File: src/rtl/bcd_to_bin_seq.sv
// Sequential packed-BCD to binary converter: one digit per clock, MS digit first, acc*10+d.
// Optional nibble range check is enabled by defining BCD2BIN_DIGIT_CHECK_EN.
module bcd_to_bin_seq #(
    parameter int DIGITS = 8,
    parameter int BIN_W  = 27
) (
    input  logic                  clk,
    input  logic                  rst_n,
    input  logic [4*DIGITS-1:0]   bcd_in,
    input  logic                  in_valid,
    output logic                  in_ready,
    output logic [BIN_W-1:0]      bin_out,
    output logic                  err,
    output logic                  ovf,
    output logic                  out_valid,
    input  logic                  out_ready
);
    localparam int CW = (DIGITS > 1) ? $clog2(DIGITS) : 1;

    typedef enum logic [1:0] {IDLE, CONV, DONE} state_t;

    state_t              state_q;
    logic [4*DIGITS-1:0] sr_q;
    logic [BIN_W-1:0]    acc_q;
    logic [BIN_W-1:0]    bin_q;
    logic [CW-1:0]       cnt_q;
    logic                ovf_q;
    logic                in_ready_q;
    logic                out_valid_q;

    logic [3:0]          dig;
    logic [BIN_W+3:0]    acc_x;
    logic [BIN_W+3:0]    nxt;
    logic                ovf_d;
    logic [BIN_W-1:0]    res_d;

    assign dig   = sr_q[4*DIGITS-1 -: 4];
    assign acc_x = {4'b0000, acc_q};
    // Four guard bits catch any carry out of the truncated accumulator.
    assign nxt   = (acc_x << 3) + (acc_x << 1) + {{BIN_W{1'b0}}, dig};
    assign ovf_d = ovf_q | (nxt[BIN_W+3:BIN_W] != 4'd0);

`ifdef BCD2BIN_DIGIT_CHECK_EN
    logic err_q;
    logic err_d;
    assign err_d = err_q | (dig > 4'd9);
    assign res_d = err_d ? '0 : nxt[BIN_W-1:0];
    assign err   = err_q;
`else
    assign res_d = nxt[BIN_W-1:0];
    assign err   = 1'b0;
`endif

    always_ff @(posedge clk or negedge rst_n) begin
        if (!rst_n) begin
            state_q     <= IDLE;
            sr_q        <= '0;
            acc_q       <= '0;
            bin_q       <= '0;
            cnt_q       <= '0;
            ovf_q       <= 1'b0;
            in_ready_q  <= 1'b1;
            out_valid_q <= 1'b0;
`ifdef BCD2BIN_DIGIT_CHECK_EN
            err_q       <= 1'b0;
`endif
        end else begin
            case (state_q)
                IDLE: begin
                    if (in_valid) begin
                        sr_q       <= bcd_in;
                        acc_q      <= '0;
                        ovf_q      <= 1'b0;
                        cnt_q      <= CW'(DIGITS - 1);
                        in_ready_q <= 1'b0;
                        state_q    <= CONV;
`ifdef BCD2BIN_DIGIT_CHECK_EN
                        err_q      <= 1'b0;
`endif
                    end
                end
                CONV: begin
                    acc_q <= nxt[BIN_W-1:0];
                    ovf_q <= ovf_d;
                    sr_q  <= sr_q << 4;
                    cnt_q <= cnt_q - 1'b1;
`ifdef BCD2BIN_DIGIT_CHECK_EN
                    err_q <= err_d;
`endif
                    // Result is registered on the last digit so it is stable throughout DONE.
                    if (cnt_q == '0) begin
                        bin_q       <= res_d;
                        out_valid_q <= 1'b1;
                        state_q     <= DONE;
                    end
                end
                DONE: begin
                    if (out_ready) begin
                        out_valid_q <= 1'b0;
                        in_ready_q  <= 1'b1;
                        state_q     <= IDLE;
                    end
                end
                default: state_q <= IDLE;
            endcase
        end
    end

    assign in_ready  = in_ready_q;
    assign out_valid = out_valid_q;
    assign bin_out   = bin_q;
    assign ovf       = ovf_q;
endmodule

File: config.mk
export PLATFORM = sky130hd
export DESIGN_NAME = bcd_to_bin_seq
export DESIGN_NICKNAME = d
export VERILOG_FILES = /design/src/rtl/bcd_to_bin_seq.sv
export SDC_FILE = /design/constraint.sdc
export NUM_CORES = 1
export LEC_CHECK = 0
export CAP_MARGIN = 20
export CORE_UTILIZATION = 57
export CTS_CLUSTER_SIZE = 12
export DETAILED_ROUTE_END_ITERATION = 10
export PLACE_DENSITY_LB_ADDON = 0.05
export REMOVE_ABC_BUFFERS = 1
export SKIP_CTS_REPAIR_TIMING = 1
export SLEW_MARGIN = 10
export SYNTH_ARGS = -nofsm -noshare
export SYNTH_HDL_FRONTEND = slang
export SYNTH_SLANG_ARGS = --single-unit
export TNS_END_PERCENT = 5
File: constraint.sdc
create_clock -name clk -period 3.8 [get_ports clk]
set_clock_uncertainty 0.1 [all_clocks]
set_input_delay 0.76 -clock clk [delete_from_list [all_inputs] [get_ports clk]]
set_output_delay 0.76 -clock clk [all_outputs]
set_load 0.005 [all_outputs]
==> impl_metrics.py <==
metrics = {
    "status": {
        "status": "finished clean",
    },
    "worst_setup_path": {
        "crit_buf_inv": 2,
        "crit_path_start_kind": "flip-flop",
        "cpMostUsedCell": "inv_1",
        "crit_arrival_ns": 3.51,
        "ff2ff_path_depth": 12,
        "cpPeakStageDelay_ns": 0.59,
        "slowest_stage": "fa_1",
        "critPathCaptureType": "flip-flop",
        "worstPathCellList": "inv_1, fa_1, inv_1, ha_1, a211oi_1, o211ai_2, a31oi_1, o41ai_2, and3_1, or3_1, xnor2_1, o21ai_1",
        "r2r_slack_ns": 0.42,
        "crit_fanout": 3,
        "r2r_end": "acc_q[25]",
        "worstSetupPathType": "flip-flop to flip-flop",
        "cp_top_family": "compound AO/OA/AOI/OAI gates",
        "rr_startpoint": "sr_q[31]",
        "cp.required_ns": 3.93,
    },
    "die": {
        "std_cell_rows": 36,
        "start_util": 0.592,
        "die-width_um": 103,
        "fp.dieArea_um2": 10600,
        "die_y_um": 103,
        "pin_count": 67,
        "core_um2": 9820,
    },
    "timing": {
        "rsz0062_at_grt": "false",
        "finalHoldViolations": 0,
        "layout_setup_ws_ns": 0.424,
        "clock.fmax_mhz": 296,
        "relSlewSlack": 0.509,
        "worstMarginPinSlew_ns": 0.737,
        "setup_violations": 0,
        "period_minus_slack_ns": 3.38,
        "maxSlewViolCount": 0,
        "fin_crit_sh": 0.888,
    },
    "grt": {
        "grt_pass1_vias": 4613,
        "grt_pass1_wl_um": 22000,
        "grt.total_usage": 0.267,
        "grt_antenna_before_repair": 0,
        "grt_overflow": 0,
        "grt_max_degree": 95,
    },
    "cells_and_area": {
        "finalNetCount": 747,
        "regArea_um2": 2350,
        "area_growth_pct": 16.2,
        "fillers": 822,
        "multi_input_area_um2": 3240,
        "design_area_um2": 6760,
        "antenna_cells": 0,
        "layout-drive-gt1-share": 0.0744,
    },
    "routing": {
        "totalWireLength_um": 13200,
        "vias": 4803,
        "viasPerCell": 6.06,
        "drc": 0,
        "wl_per_cell_um": 16.6,
        "dr.pass1.iters": 5,
        "ant_nets": 0,
        "drt-initial-drc-count": 159,
    },
    "synthesis": {
        "syn-cell-area_um2": 5810,
        "syn_area_per_cell_um2": 9.56,
        "synth_cell_type_count": 58,
        "ys_seq_elements": 94,
        "async_flop_share": 1.00,
        "yosys_warnings": 0,
        "ys.flop_type": "dfrtp_1",
        "synth_edf_count": 0,
        "syn-instance-count": 608,
        "yosysSeqAreaShare": 0.405,
    },
    "job": {
        "cap_violations": 0,
    },
    "cts": {
        "clk_pin_slew_ns": 0.09,
        "clockRootBuffer": "clkbuf_8",
        "numClockSinks": 94,
        "cts_htree_levels": 3,
        "cts.path.max_buffers": 2,
        "worstSkewPairLatency_ns": 0.37,
        "cts_buffers": 9,
        "cts_tree": "done",
    },
    "min_path": {
        "hp-class": "primary input to async pin",
    },
    "place": {
        "dp_hpwl_um": 9370,
        "placedInstanceArea_um2": 6550,
        "place.gp.congestion": 0.874,
        "portBuffers": 65,
        "place_ws_ns": 0.444,
    },
}
## worst max path at each step
stage	from	endpoint	slack [ns]	depth (start not counted)
4_1_cts	sr_q[31]	acc_q[25]	0.42	12
6_report	sr_q[31]	acc_q[25]	0.42	12
3_3_place_gp	sr_q[31]	ovf	0.53	12
2_1_floorplan	state_q[0]	bin_out[10]	-0.73	4
5_1_grt	sr_q[31]	acc_q[25]	0.25	12
3_5_place_dp	sr_q[31]	acc_q[25]	0.44	12
## cells in the final DEF (no fill, tap or decap), types with 3 or more instances in the layout
cell type        count
o21a_1               3
a211oi_1             4
ha_1                55
o21ai_1              3
a22o_1              15
nor2b_1              4
xor2_1               5
nand2_1             77
xnor2_1             15
nor3_1               3
a21o_1              13
nand2b_1            10
clkbuf_8             9
inv_1               15
a21oi_2              4
nand3_1             11
o21ai_0             74
nand4_1              6
a21oi_1             24
o211ai_1             4
mux2_2               6
nor2_1              18
dfrtp_1             93
a211o_1              4
clkdlybuf4s50_1     64
a22oi_1             62
buf_4                8
## Yosys cell counts (11+ instances only)
cell | number | area, um2
ha_1 | 55 | 688
a21oi_1 | 24 | 120
nand2_1 | 77 | 289
nor2_1 | 19 | 71.3
o21ai_0 | 74 | 370
inv_1 | 15 | 56.3
xnor2_1 | 15 | 131
a22oi_1 | 62 | 465
dfrtp_1 | 93 | 2330
a22o_1 | 15 | 131
clkbuf_1 | 29 | 109
a21o_1 | 13 | 97.6
nand3_1 | 11 | 55.1
## logic make-up after synthesis
| logic type | synth area share |
|---|---|
| adder cells (fa/ha/maj) | 0.125 |
| buffers and inverters | 0.0394 |
| multiplexers | 0.0151 |
| flip-flops | 0.405 |
| AO/OA/AOI/OAI | 0.271 |
| XOR/XNOR | 0.0301 |
| other | 0.000645 |
| AND/OR/NAND/NOR | 0.114 |
## final cells by class
class / count / share of cell area
multi-input combinational: 459 / 0.479
sequential: 94 / 0.348
timing repair buffer: 73 / 0.107
tap: 133 / 0.0246
clock buffer: 11 / 0.0194
clock inverter: 5 / 0.0122
inverter: 17 / 0.00944
## layer usage
metal	global-route usage	wire, um
met5	0	0
met4	0.0986	203
met3	0.0339	558
met2	0.447	6520
met1	0.354	5910
## state kept, by name, summed over array words and instances (netlist names)
name	count
ovf	1
in_ready	1
cnt_q	3
state_q	2
bin_out	27
out_valid	1
sr_q	32
acc_q	27
## stage by stage
step / setup TNS [ns] / cells / util / hold WS (ns)
after floorplan: -11.56 / 570 / - / 0.361
after global placement: 0 / 776 / 0.667 / 0.357
after detailed placement: 0 / 776 / 0.667 / 0.362
after CTS: 0 / 792 / 0.688 / 0.337
after global routing: 0 / 792 / 0.688 / 0.376
final: 0 / 792 / 0.688 / 0.321
## worst register-to-register path, stage by stage (launching register included)
cell and delay (ns):
dfrtp_1 0.38, inv_1 0.07, fa_1 0.59, inv_1 0.06
ha_1 0.30, a211oi_1 0.31, o211ai_2 0.15, a31oi_1 0.27
o41ai_2 0.15, and3_1 0.21, or3_1 0.32, xnor2_1 0.23
o21ai_1 0.09
Power is left out: the tool's default activity adds up to more than one toggle a clock period on the data nets, which glitch-free logic cannot reach.
==> RTL change, RTL diff (same flow settings) <==
Change the parameter `DIGITS` from 8 to 16.
--- a/src/rtl/bcd_to_bin_seq.sv
+++ b/src/rtl/bcd_to_bin_seq.sv
@@ -1,7 +1,7 @@
 // Sequential packed-BCD to binary converter: one digit per clock, MS digit first, acc*10+d.
 // Optional nibble range check is enabled by defining BCD2BIN_DIGIT_CHECK_EN.
 module bcd_to_bin_seq #(
-    parameter int DIGITS = 8,
+    parameter int DIGITS = 16,
     parameter int BIN_W  = 27
 ) (
     input  logic                  clk,
Interface: changed (resized bcd_in); port bits go from 67 to 99. No check against the original RTL was run, so the function may have changed too.
==> RTL change against the unedited design <==
Synthesized area grew 23%; routed wire length grew 23%; die area grew 22%; critical path depth is the same; sequential cell count grew 33; worst setup slack gained 0.14 ns; via count grew 22%; cell area grew 31%; count of clock-buffer cells in the layout grew 12.
==> RTL change: results (changes against the unedited design) <==
Placement
The global placer's final weighted congestion is 0.876 (+0.26%). The placed instance area is 0.00822 mm2 (+26%). The detailed-placement wirelength estimate came to 10.5 mm (+12%). The count of port buffers added during placement was 97 (+49%).

Worst setup path
The critical-path maximum fanout is 5 (+2). The number of cells on the worst reg-to-reg path is 12 (unchanged). The internal reg-to-reg setup slack is 0.57 ns (+0.14 ns). The cell family with the largest share of critical-path delay is compound AO/OA/AOI/OAI gates. The launching point of the worst reg2reg path is sr_q[63]. The data arrival at the endpoint of the critical path is 3.44 ns (-0.07 ns). The cell at the slowest stage of the critical path is fa_1. In this run the critical register-to-register path is captured at bin_out[25]. The biggest cell delay along the critical path was 0.59 ns (about the same).

Global routing
The total global-route track usage is 0.268 (+0.00101). The wire length of the first global-routing pass is 27.5 mm (+25%). The initial antenna violation count is 0 (unchanged). The maximum number of pins on one net before global-route repair is 89 (-6.3%).

Clocking
The buffer cell driving the clock tree root is clkbuf_16. The buffer levels on the longest clock path was 2 (unchanged). The H-tree level count is 4 (+1). The clock latency of the later-clocked register in the worst-skew pair is 0.42 ns (+0.05 ns). The clock transition at the registers of the reported paths was 0.06 ns (-0.03 ns). The TritonCTS buffer count is 17 (+8).

Routing
The number of design-rule violations left by the first detailed-router iteration came to 378 (+140%). The overall via count from detail_route is 5878 (+22%). The number of iterations in the first detailed-routing pass is 5 (unchanged). The post-detailed-routing wire length is 16.2 mm (+23%).

Final layout
The fill cell total of the finished layout is 920 (+12%). The flip-flop count of the largest register after layout is 64 (+100%). The number of diodes added for antenna fixing is 0 (unchanged). The register ranked first by flip-flop count is sr_q. The proportion of layout cells with a drive suffix above 1 is 0.109 (+0.0345). The number of nets in the layout was 894 (+20%).

Synthesis
In the synthesized netlist, the cells that appear most often are 126 x dfrtp_1, 125 x a22oi_1, 83 x o21ai_0. Among all flip-flop cells after synthesis, the most frequent one is dfrtp_1. Sorting the synthesized cells by area gives the leading types as dfrtp_1 44%, a22oi_1 13%, ha_1 9.7%.

The warning count from the yosys run is 0 (unchanged). The count of distinct cell types in the synthesized netlist is 49 (-16%). The fraction of synthesis flops using an asynchronous set or reset pin is 1.00 (unchanged). The post-synthesis sequential area ratio came to 0.446 (+0.0411). The area share of fa/ha/maj cells after synthesis is 0.102 (-0.0231). The fraction of synthesized area in multiplexers was 0.0426 (+0.0276).

The xor and xnor area share after synthesis came to 0.0246 (-0.00556). The synthesized-area fraction occupied by ao, oa, aoi and oai cells is 0.294 (+0.0233).

Status
The flow ran to the end, and the final reports show no timing, DRC or antenna violations.

Power and ir drop
The worst IR drop on VDD is 0.423 mV. The reported leakage power is 3.93 nW.

Timing
The slew at the pin with the worst max-slew slack is 0.949 ns (+0.212 ns).

Min path
The type of the worst min-delay path is in -> async.
## RTL change: cell families after synthesis
group / count (synthesis)
other: 1
buffers and inverters: 67
and+or+nand+nor: 83
DFF: 127
AOI/OAI and AO/OA: 308
muxes: 27
adders and majority gates: 57
xor gates and xnor gates: 20
## RTL change: per-layer routing
metal	track usage	up-vias	routed length, um
li1	-	2792	-
met5	0	-	0
met2	0.456	135	8130
met3	0.0717	19	795
met4	0.0805	0	171
met1	0.334	2932	7110
## RTL change: through the flow
stage	setup slack [ns]	instances	hold slack [ns]	util	TNS (ns)
after floorplan	-2.83	643	0.364	-	-153.73
after global placement	0.644	918	0.366	0.679	0
after detailed placement	0.560	918	0.370	0.679	0
after CTS	0.543	949	0.383	0.730	0
after global routing	0.358	949	0.414	0.730	0
final	0.567	949	0.340	0.730	0
## RTL change: cell type report
class / count / share of cell area
Clock buffer: 23 / 0.0563
Clock inverter: 8 / 0.0144
Inverter: 20 / 0.00849
Multi-Input combinational cell: 496 / 0.419
Sequential cell: 127 / 0.360
Tap cell: 168 / 0.0238
Timing Repair Buffer: 107 / 0.118
## RTL change: worst max-delay path by stage
stage	start	to	slack, ns	depth (start not counted)
3_3_place_gp	sr_q[63]	bin_out[21]	0.64	12
2_1_floorplan	state_q[0]	bin_out[23]	-2.83	4
6_report	sr_q[63]	bin_out[25]	0.57	12
3_5_place_dp	sr_q[63]	bin_out[25]	0.56	12
5_1_grt	sr_q[63]	bin_out[25]	0.36	12
4_1_cts	sr_q[63]	bin_out[25]	0.54	12
## RTL change: where the power goes
group	total, mW	leakage [nW]	switching (mW)	internal [mW]
sequential	2.39	1.62	0.430	1.96
clock	1.71	0.302	0.594	1.12
combinational	5.46	2.01	2.97	2.48
